### config.mk
export PLATFORM = sky130hd
export DESIGN_NAME = uart_rx_os
export DESIGN_NICKNAME = d
export VERILOG_FILES = /design/src/rtl/uart_rx_os.sv
export SDC_FILE = /design/constraint.sdc
export NUM_CORES = 1
export LEC_CHECK = 0
export CORE_MARGIN = 8
export CORE_UTILIZATION = 55
export DETAILED_ROUTE_END_ITERATION = 10
export HOLD_SLACK_MARGIN = 0.03
export PLACE_DENSITY_LB_ADDON = 0.08
export RECOVER_POWER = 50
export SYNTH_ARGS = -nofsm -noshare
export SYNTH_HDL_FRONTEND = slang
export SYNTH_SLANG_ARGS = --single-unit
### constraint.sdc
create_clock -name clk -period 3.8 [get_ports clk]
set_clock_uncertainty 0.2 [all_clocks]
set_input_delay 0.57 -clock clk [delete_from_list [all_inputs] [get_ports clk]]
set_output_delay 0.57 -clock clk [all_outputs]
set_load 0.01 [all_outputs]
### src/rtl/uart_rx_os.sv
// 16x-oversampled 8N1 UART receiver; rx passes a 2-FF synchroniser, byte strobes one clk after the stop sample.
// Latency: 2 clk sync plus one registered stage. Never stalls: a byte the consumer cannot take is lost downstream.
module uart_rx_os #(
    parameter int DBIT    = 8,
    parameter int SB_TICK = 16,
    parameter int DVSR    = 163,
    parameter int DVSR_W  = 8
) (
    input  logic            clk,
    input  logic            reset,
    input  logic            rx,
    output logic [DBIT-1:0] dout,
    output logic            rx_done_tick,
    output logic            frame_err,
    output logic            busy
);

    localparam int S_W = (SB_TICK > 16) ? $clog2(SB_TICK) : 4;
    localparam int N_W = (DBIT > 1) ? $clog2(DBIT) : 1;

    typedef enum logic [2:0] {IDLE, START, DATA, STOP, BREAK} state_t;

    logic              rx_meta_q, rxs_q;
    logic [DVSR_W-1:0] div_q, div_d;
    logic              s_tick;
    state_t            state_q, state_d;
    logic [S_W-1:0]    s_q, s_d;
    logic [N_W-1:0]    n_q, n_d;
    logic [DBIT-1:0]   b_q, b_d;
    logic [DBIT-1:0]   dout_q, dout_d;
    logic              done_q, done_d;
    logic              ferr_q, ferr_d;

    // Synchroniser resets to the idle line level so reset release never looks like a start bit.
    always_ff @(posedge clk or posedge reset) begin
        if (reset) begin
            rx_meta_q <= 1'b1;
            rxs_q     <= 1'b1;
        end else begin
            rx_meta_q <= rx;
            rxs_q     <= rx_meta_q;
        end
    end

    assign s_tick = (div_q == DVSR_W'(DVSR - 1));

    always_comb begin
        div_d = s_tick ? '0 : div_q + DVSR_W'(1);
    end

    always_comb begin
        state_d = state_q;
        s_d     = s_q;
        n_d     = n_q;
        b_d     = b_q;
        dout_d  = dout_q;
        done_d  = 1'b0;
        ferr_d  = 1'b0;
        unique case (state_q)
            IDLE: begin
                if (!rxs_q) begin
                    state_d = START;
                    s_d     = '0;
                end
            end
            START: begin
                if (s_tick) begin
                    if (s_q == S_W'(7)) begin
                        s_d     = '0;
                        n_d     = '0;
                        state_d = rxs_q ? IDLE : DATA;
                    end else begin
                        s_d = s_q + S_W'(1);
                    end
                end
            end
            DATA: begin
                if (s_tick) begin
                    if (s_q == S_W'(15)) begin
                        s_d = '0;
                        b_d = {rxs_q, b_q[DBIT-1:1]};
                        if (n_q == N_W'(DBIT - 1)) begin
                            state_d = STOP;
                        end else begin
                            n_d = n_q + N_W'(1);
                        end
                    end else begin
                        s_d = s_q + S_W'(1);
                    end
                end
            end
            STOP: begin
                if (s_tick) begin
                    if (s_q == S_W'(SB_TICK - 1)) begin
                        if (rxs_q) begin
                            dout_d  = b_q;
                            done_d  = 1'b1;
                            state_d = IDLE;
                        end else begin
                            ferr_d  = 1'b1;
                            state_d = BREAK;
                        end
                    end else begin
                        s_d = s_q + S_W'(1);
                    end
                end
            end
            BREAK: begin
                // A held-low line must return high before another start bit is armed.
                if (rxs_q) begin
                    state_d = IDLE;
                end
            end
            default: state_d = IDLE;
        endcase
    end

    always_ff @(posedge clk or posedge reset) begin
        if (reset) begin
            div_q   <= '0;
            state_q <= IDLE;
            s_q     <= '0;
            n_q     <= '0;
            b_q     <= '0;
            dout_q  <= '0;
            done_q  <= 1'b0;
            ferr_q  <= 1'b0;
        end else begin
            div_q   <= div_d;
            state_q <= state_d;
            s_q     <= s_d;
            n_q     <= n_d;
            b_q     <= b_d;
            dout_q  <= dout_d;
            done_q  <= done_d;
            ferr_q  <= ferr_d;
        end
    end

    assign dout         = dout_q;
    assign rx_done_tick = done_q;
    assign frame_err    = ferr_q;
    assign busy         = (state_q != IDLE);

endmodule

==> results.yml, run 1 <==
status:
  status: "complete, but fails checks"
  violations: "capacitance limit, slew limit"
detailed_routing:
  wire_per_inst_um: 14.8
  drt_iter0_drc: 68
  drc: 0
  firstDrtPassIters: 4
  via_per_inst: 5.52
  ant_nets: 0
  vias: 1203
  wl_mm: 3.23
logic_synthesis:
  synth_warnings: 0
  ys_seq_elements: 38
  synth_ff_type: "dfrtp_1"
  synth_area_leaders: "dfrtp_1, mux2_4, mux2_2, ha_1, mux2i_1"
  synth_area_per_cell_um2: 12.1
  yosys.cell_count.top_type: "dfrtp_1"
  post_synth_inst_count: 155
  synth_fp_nets: 163
  yosysSeqAreaShare_pct: 50.9
  synth_top_area_share_pct: 48.1
  ys_top_cells_by_count: "dfrtp_1, nor2_1, inv_1, nand2_1"
  synth_cell_type_count: 48
  async_flop_share_pct: 100
  yosysTopAreaCell: "dfrtp_1"
  synth_edf_count: 0
  syn_area_um2: 1870
grt:
  grt_usage_pct: 13.2
  overflow: 0
  antenna_found_initial: 0
  first_global_vias: 1197
  grt_max_degree: 39
  grt_pass1_wl_mm: 5.59
placed_design:
  dp_hpwl_mm: 2.27
  io_buffers: 13
  place.gp.congestion: 0.851
  pre_cts_ws_ns: 1.65
clock_network:
  post_cts_resized: 0
  postCtsSetupRepairBufs: 0
  cts-buffers-inserted: 5
  clk_pin_slew_worst_paths_ns: 0.11
  cts.sinks: 38
  ctsHoldBuffers: 0
  clockBufferDepth: 2
  cts_tree: "done"
  root_buffer: "clkbuf_4"
  clkLatencyLatePin_ns: 0.36
  htree_levels: 2
sta:
  period_minus_slack_ns: 2.63
  fin_crit_sh_pct: 69.2
  fin_tns_setup_ns: 0
  grt_setup_unrepaired: "false"
  worst_slew_pin_slew_ns: 1.92
  setup_ws_ns: 1.17
  drv_slew: 39
  setup_violations: 0
  finalHoldViolCount: 0
  timing.fmax_mhz: 380
  relSlewSlack_pct: -27.9
cells_and_area:
  nFillCells: 279
  layout.nets: 179
  drive_gt1_share_pct: 20.9
  syn_to_final_growth_pct: 12.4
  antenna_cells: 0
  post-route-util_pct: 63.6
setup_path:
  reg2reg_depth: 6
  path_cells: "dlygate4sd3_1 -> inv_1 -> clkbuf_1"
  cp-start-kind: "input port"
  r2r-start: "div_q[0]"
  endpoint: "dout[4]"
  crit_type: "in2async"
  arrival_ns: 2.53
  cp_max_fo: 38
  critical_path_required_ns: 3.70
  startpoint: "reset"
  critPathCaptureType: "async pin"
  crit_slowest_cell: "clkbuf_1"
  r2r-end: "n_q[0]"
  cp_slowest_stage_delay_ns: 1.37
  r2r_setup_slack_ns: 1.66
floorplanning:
  fp.dieW_um: 74.3
  die_h_um: 74.3
  initial_core_util_pct: 56.5
  ioPinCount: 14
  core.rowCount: 21
  dieArea_um2: 5530
  coreArea_um2: 3310
hold_path:
  hold_class: "reg2reg"
power_and_ir_drop:
  leakagePower_nw: 0.954
  powerDensity_nw_per_um2: 331
  vdd.ir_drop.worst_mv: 0.225
flow_run:
  drv_cap: 1
layout make-up:
type | instances | area (um^2) | share of cell area [%]
Sequential cell | 38 | 953 | 45.3
Tap cell | 46 | 57.6 | 2.73
Timing Repair Buffer | 14 | 134 | 6.36
Clock inverter | 3 | 45.0 | 2.14
Inverter | 9 | 33.8 | 1.61
Multi-Input combinational cell | 103 | 843 | 40.1
Clock buffer | 5 | 37.5 | 1.78
cell usage in the layout (no fill, tap or decap), drive strengths merged, types with 2 or more instances in the layout:
cell type and instances:
a21oi 4, a31oi 2, and3 4, clkbuf 6
clkdlybuf4s50 11, clkinvlp 2, dfrtp 36, dfstp 2
dlygate4sd3 2, ha 5, inv 9, mux2 17
mux2i 6, nand2 9, nand2b 2, nand3 4
nand4 4, nor2 11, nor3 3, nor4 2
o21ai 5, o311ai 2, or2 2, or3 2
xnor2 5
sequential cells by signal, indices dropped and copies added, names as in the netlist:
signal / cells
b_q: 8
rx_meta_q: 1
rx_done_tick: 1
dout: 8
state_q: 3
n_q: 3
s_q: 4
rxs_q: 1
div_q: 8
frame_err: 1
cell families (layout without fill, tap and decap cells):
family	after synthesis	after routing	synth area share, %
AO/OA/AOI/OAI	23	23	8.89
adder cells (fa/ha/maj)	5	5	3.34
flip-flops	38	38	50.9
multiplexers	23	23	15.0
AND/OR/NAND/NOR	47	47	15.4
buffers and inverters	14	31	4.01
XOR/XNOR	5	5	2.34
layer usage:
metal	routed length, um	share of wire (%)	up-vias	GRT usage [%]
li1	-	-	589	-
met4	55	1.7	0	6.09
met2	1480	46	17	20.4
met3	133	4.1	6	4.31
met5	0	0	-	0
met1	1560	48	591	16.5
worst min-delay path by stage:
stage                          from    end  slack (ns)  cells after the start
after floorplan           rx_meta_q  rxs_q        0.15                      0
after global placement    rx_meta_q  rxs_q        0.15                      0
after detailed placement  rx_meta_q  rxs_q        0.15                      0
after CTS                 rx_meta_q  rxs_q        0.17                      0
after global routing      rx_meta_q  rxs_q        0.17                      0
final                     rx_meta_q  rxs_q        0.16                      0
metrics by stage:
step / hold slack (ns) / instance area, um^2 / instances / total power [W]
after global routing: 0.167 / 2100 / 218 / 0.000722
after detailed placement: 0.149 / 2030 / 210 / 0.000427
after floorplan: 0.145 / 1870 / 155 / 0.000421
after global placement: 0.147 / 2030 / 210 / 0.000426
after CTS: 0.166 / 2110 / 218 / 0.000708
final: 0.164 / 2100 / 218 / 0.000697
where the power goes:
part / switching (W) / internal, W
registers: 0.00000116 / 0.000406
logic: 0.00000791 / 0.00000201
clock network: 0.000142 / 0.000138
worst max-delay path, delay by kind of cell:
family	cells	cell delay [ns]
buffers and inverters	3	1.96
Power figures use the tool's default switching activity.
==> run 2, diff against run 1 <==
clock period = 2.5 ns   (was 3.8 ns; I/O delays follow)
==> run 2 against run 1 <==
Compared with the run above:
- the run now ends clean
- global-route usage increased by 0.61 points
- via count decreased by 1.1%
- first-iteration DRC count increased by 40%
- final cell count unchanged
- clock power increased by 92%
- routed wire length increased by 2.0%
- critical path depth decreased by 1
- combinational power increased by 57%
- final area increased by 1.4%
- worst hold slack got worse by 0.0069 ns
- flip-flop and latch count unchanged
- critical endpoint is now busy
- largest cell class unchanged
- largest power group unchanged
==> results.yml, run 2 (synthesized netlist as in run 1, its figures left out) <==
detailed_routing:
  wire_per_inst_um: 15.1
  wl_mm: 3.29
  via_per_inst: 5.46
  drt_iter0_drc: 95
  firstDrtPassIters: 4
  ant_nets: 0
  drc: 0
  vias: 1190
sta:
  fin_crit_sh_pct: 93.7
  period_minus_slack_ns: 2.34
  setup_ws_ns: 0.157
  grt_setup_unrepaired: "false"
  relSlewSlack_pct: 39.2
  timing.fmax_mhz: 427
  worst_slew_pin_slew_ns: 0.912
  drv_slew: 0
  finalHoldViolCount: 0
  fin_tns_setup_ns: 0
  setup_violations: 0
setup_path:
  crit_buf_inv: 1
  cp_max_fo: 12
  cp_slowest_stage_delay_ns: 0.53
  crit_type: "reg2out"
  crit_slowest_cell: "dfrtp_1"
  r2r-end: "n_q[0]"
  r2r-start: "div_q[0]"
  crit_family: "flip-flops"
  cp-start-kind: "register"
  critical_path_required_ns: 1.92
  r2r_setup_slack_ns: 0.33
  reg2reg_depth: 6
  arrival_ns: 1.77
  critical_path_depth: 2
  critPathCaptureType: "primary output"
  path_cells: "or3_1 -> clkdlybuf4s50_1"
clock_network:
  postCtsSetupRepairBufs: 0
  cts_tree: "done"
  clk_pin_slew_worst_paths_ns: 0.11
  clockBufferDepth: 2
  post_cts_resized: 0
  ctsHoldBuffers: 0
  clkLatencyLatePin_ns: 0.35
  cts.sinks: 38
  cts-buffers-inserted: 5
  root_buffer: "clkbuf_4"
  htree_levels: 2
floorplanning:
  fp.dieW_um: 74.3
  dieArea_um2: 5530
  ioPinCount: 14
  initial_core_util_pct: 56.5
  coreArea_um2: 3310
  core.rowCount: 21
  die_h_um: 74.3
placed_design:
  io_buffers: 13
  dp_hpwl_mm: 2.31
  dpl_cell_area_um2: 2030
  pre_cts_ws_ns: 0.351
  place.gp.congestion: 0.791
hold_path:
  hp-start: "rx_meta_q"
  hold_class: "reg2reg"
  holdPathStages: 0
  whs_endpoint: "rxs_q"
grt:
  use_met2_pct: 21.1
  first_global_vias: 1242
  grt_usage_pct: 13.9
  grt.met3_usage_pct: 4.45
  grt_util_met1_pct: 17.2
  grt_most_used_layer: "met2"
  grt_max_degree: 39
  grt_pass1_wl_mm: 5.80
  antenna_found_initial: 0
  overflow: 0
cells_and_area:
  layout.nets: 179
  final_cell_area_um2: 2130
  layout_commonest_cell: "dfrtp_1"
  layout_common_cells: "dfrtp_1, clkdlybuf4s50_1, nor2_1"
  syn_to_final_growth_pct: 14.0
  multiInputGateArea_um2: 843
  drive_gt1_share_pct: 21.5
  antenna_cells: 0
  post-route-util_pct: 64.5
  seqCellArea_um2: 953
  nFillCells: 282
power_and_ir_drop:
  powerDensity_nw_per_um2: 549
  leakagePower_nw: 0.978
  vdd.ir_drop.worst_mv: 0.439
flow_run:
  drv_cap: 0
status:
  status: "complete, no violations"
run 2: cell count changes in the layout (fill, tap and decap cells not counted):
cell	delta
bufinv_16	+1
clkbuf_1	-1
clkbuf_2	+1
clkbuf_8	+1
clkinvlp_4	-2
run 2: per-stage QoR:
step / hold slack [ns] / instances / total power (W)
global route: 0.175 / 218 / 0.00122
CTS: 0.161 / 218 / 0.00119
detailed placement: 0.149 / 210 / 0.000649
global placement: 0.146 / 210 / 0.000648
floorplan: 0.145 / 155 / 0.000641
finish: 0.157 / 218 / 0.00117
run 2: area by class of cell:
class,count,area share [%]
clock buffer,6,2.40
clock inverter,2,2.81
inverter,9,1.58
multi-input combinational,103,39.5
sequential,38,44.7
tap,46,2.70
timing repair buffer,14,6.33
run 2: worst max-delay path by stage:
stage | slack (ns) | from | to
after floorplan | 0.49 | div_q[0] | dout[0]
after global placement | 0.41 | div_q[0] | dout[5]
after detailed placement | 0.35 | div_q[0] | n_q[0]
after CTS | 0.13 | state_q[0] | busy
after global routing | 0.09 | state_q[1] | busy
final | 0.16 | state_q[0] | busy
run 2: where the power goes:
part	leakage (nW)	switching, W	total [W]	internal [W]
Clock	0.0585	0.000200	0.000538	0.000339
Combinational	0.415	0.0000123	0.0000156	0.00000326
Sequential	0.505	0.00000180	0.000619	0.000617
run 2: metal layers:
layer  part of all wire [%]  vias up  routed length, um
li1                       -      588                  -
met1                     47      581               1550
met2                     47       16               1550
met3                    4.0        5                131
met4                    1.9        0                 63
met5                      0        -                  0
==> run 3, diff against run 2 <==
CORE_UTILIZATION = 57   (was 55)
==> run 3 against run 2 <==
Compared with the run above:
- core utilization up 0.10 points
- global-route usage grew 0.26 points
- largest power group unchanged
- sequential power hardly changed
- clock-buffer cell count unchanged
- final cell count is the same
- maximum frequency decreased by 1.1%
- first-iteration DRC count decreased by 21%
- sequential share of layout area rose by 1.0 points
- critical path depth unchanged
- critical path type unchanged
- critical endpoint unchanged
- register-to-register slack better by 0.02 ns
- die area fell by 2.8%
- combinational power hardly changed
- largest cell class unchanged
- highest routed layer unchanged
==> results.yml, run 3 (synthesized netlist as in run 1, its figures left out) <==
sta:
  setup_ws_ns: 0.130
  timing.fmax_mhz: 422
  drv_slew: 0
  fin_crit_sh_pct: 94.8
  fin_tns_setup_ns: 0
  finalHoldViolCount: 0
  worst_slew_pin_slew_ns: 0.910
  grt_setup_unrepaired: "false"
  period_minus_slack_ns: 2.37
  setup_violations: 0
  relSlewSlack_pct: 39.4
cells_and_area:
  drive_gt1_share_pct: 21.5
  layout_commonest_cell: "dfrtp_1"
  antenna_cells: 0
  layout_common_cells: "dfrtp_1, clkdlybuf4s50_1, nor2_1"
  syn_to_final_growth_pct: 11.5
  nFillCells: 267
  layout.nets: 179
  stdcell_count: 218
setup_path:
  critPathCaptureType: "primary output"
  arrival_ns: 1.79
  startpoint: "state_q[1]"
  endpoint: "busy"
  critical_path_required_ns: 1.92
  cp_max_fo: 12
  cp-start-kind: "register"
  crit_type: "reg2out"
  r2r_setup_slack_ns: 0.35
  reg2reg_depth: 6
  r2r-start: "div_q[0]"
  r2r-end: "dout[5]"
grt:
  antenna_found_initial: 0
  grt_util_met1_pct: 16.9
  grt.met3_usage_pct: 4.77
  grt_pass1_wl_mm: 5.84
  overflow: 0
  grt_usage_pct: 14.1
  grt_max_degree: 39
  grt_most_used_layer: "met2"
  first_global_vias: 1289
  use_met2_pct: 21.7
power_and_ir_drop:
  power_w: 0.000980
  powerDensity_nw_per_um2: 470
  leakagePower_nw: 0.954
  vdd.ir_drop.worst_mv: 0.259
status:
  status: "complete, no violations"
detailed_routing:
  ant_nets: 0
  drt_iter0_drc: 75
  drc: 0
  firstDrtPassIters: 4
  wire_per_inst_um: 15.7
  wl_mm: 3.42
  via_per_inst: 5.76
  vias: 1255
floorplanning:
  core.rowCount: 21
  ioPinCount: 14
  fp.dieW_um: 73.3
  coreArea_um2: 3230
  dieArea_um2: 5370
  initial_core_util_pct: 57.9
  die_h_um: 73.3
placed_design:
  place.gp.congestion: 0.906
  pre_cts_ws_ns: 0.353
  io_buffers: 13
  dp_cells: 210
  dp_hpwl_mm: 2.39
flow_run:
  drv_cap: 0
clock_network:
  post_cts_resized: 0
  ctsHoldBuffers: 0
  htree_levels: 2
  cts-buffers-inserted: 5
  clockBufferDepth: 2
  clk_pin_slew_worst_paths_ns: 0.11
  root_buffer: "clkbuf_4"
  postCtsSetupRepairBufs: 0
  cts_tree: "done"
  clkLatencyLatePin_ns: 0.35
  cts.sinks: 38
hold_path:
  hold_class: "reg2reg"
[run 3: cell count changes in the layout (fill, tap and decap cells not counted), sizes merged]
cell      change
clkinv        +1
clkinvlp      +1
bufinv        -2
[run 3: where the power goes]
part	switching, W	internal, W
sequential	0.00000222	0.000617
clock	0.000210	0.000135
combinational	0.0000124	0.00000327
[run 3: how the worst min path moves through the flow]
stage / cells after the start / end / start
6_report: 0 / rxs_q / rx_meta_q
5_1_grt: 0 / rxs_q / rx_meta_q
4_1_cts: 0 / rxs_q / rx_meta_q
3_5_place_dp: 0 / rxs_q / rx_meta_q
3_3_place_gp: 0 / rxs_q / rx_meta_q
2_1_floorplan: 0 / rxs_q / rx_meta_q
[run 3: final cells by class]
cell class	instances	area, um^2	area share, %
clock inverter	2	12.5	0.600
inverter	9	33.8	1.62
timing repair buffer	14	135	6.47
tap	46	57.6	2.76
multi-input combinational	103	843	40.4
clock buffer	6	51.3	2.46
sequential	38	953	45.7
[run 3: per-layer routing]
metal  vias up  part of all wire [%]
li1        595                     -
met1       612                    45
met2        38                    47
met3        10                   6.5
met4         0                   2.3
met5         -                     0
[run 3: metrics by stage]
| step | instance area (um^2) | util (%) | hold slack [ns] |
|---|---|---|---|
| 2_1_floorplan | 1870 | - | 0.145 |
| 3_3_place_gp | 2030 | 62.7 | 0.146 |
| 3_5_place_dp | 2030 | 62.7 | 0.164 |
| 4_1_cts | 2090 | 64.7 | 0.177 |
| 5_1_grt | 2090 | 64.6 | 0.182 |
| 6_report | 2090 | 64.6 | 0.169 |
[run 3: worst max-delay path, stage by stage (launching register included)]
cell and delay [ns]:
dfrtp_1 0.52, or3_1 0.43, clkdlybuf4s50_1 0.49
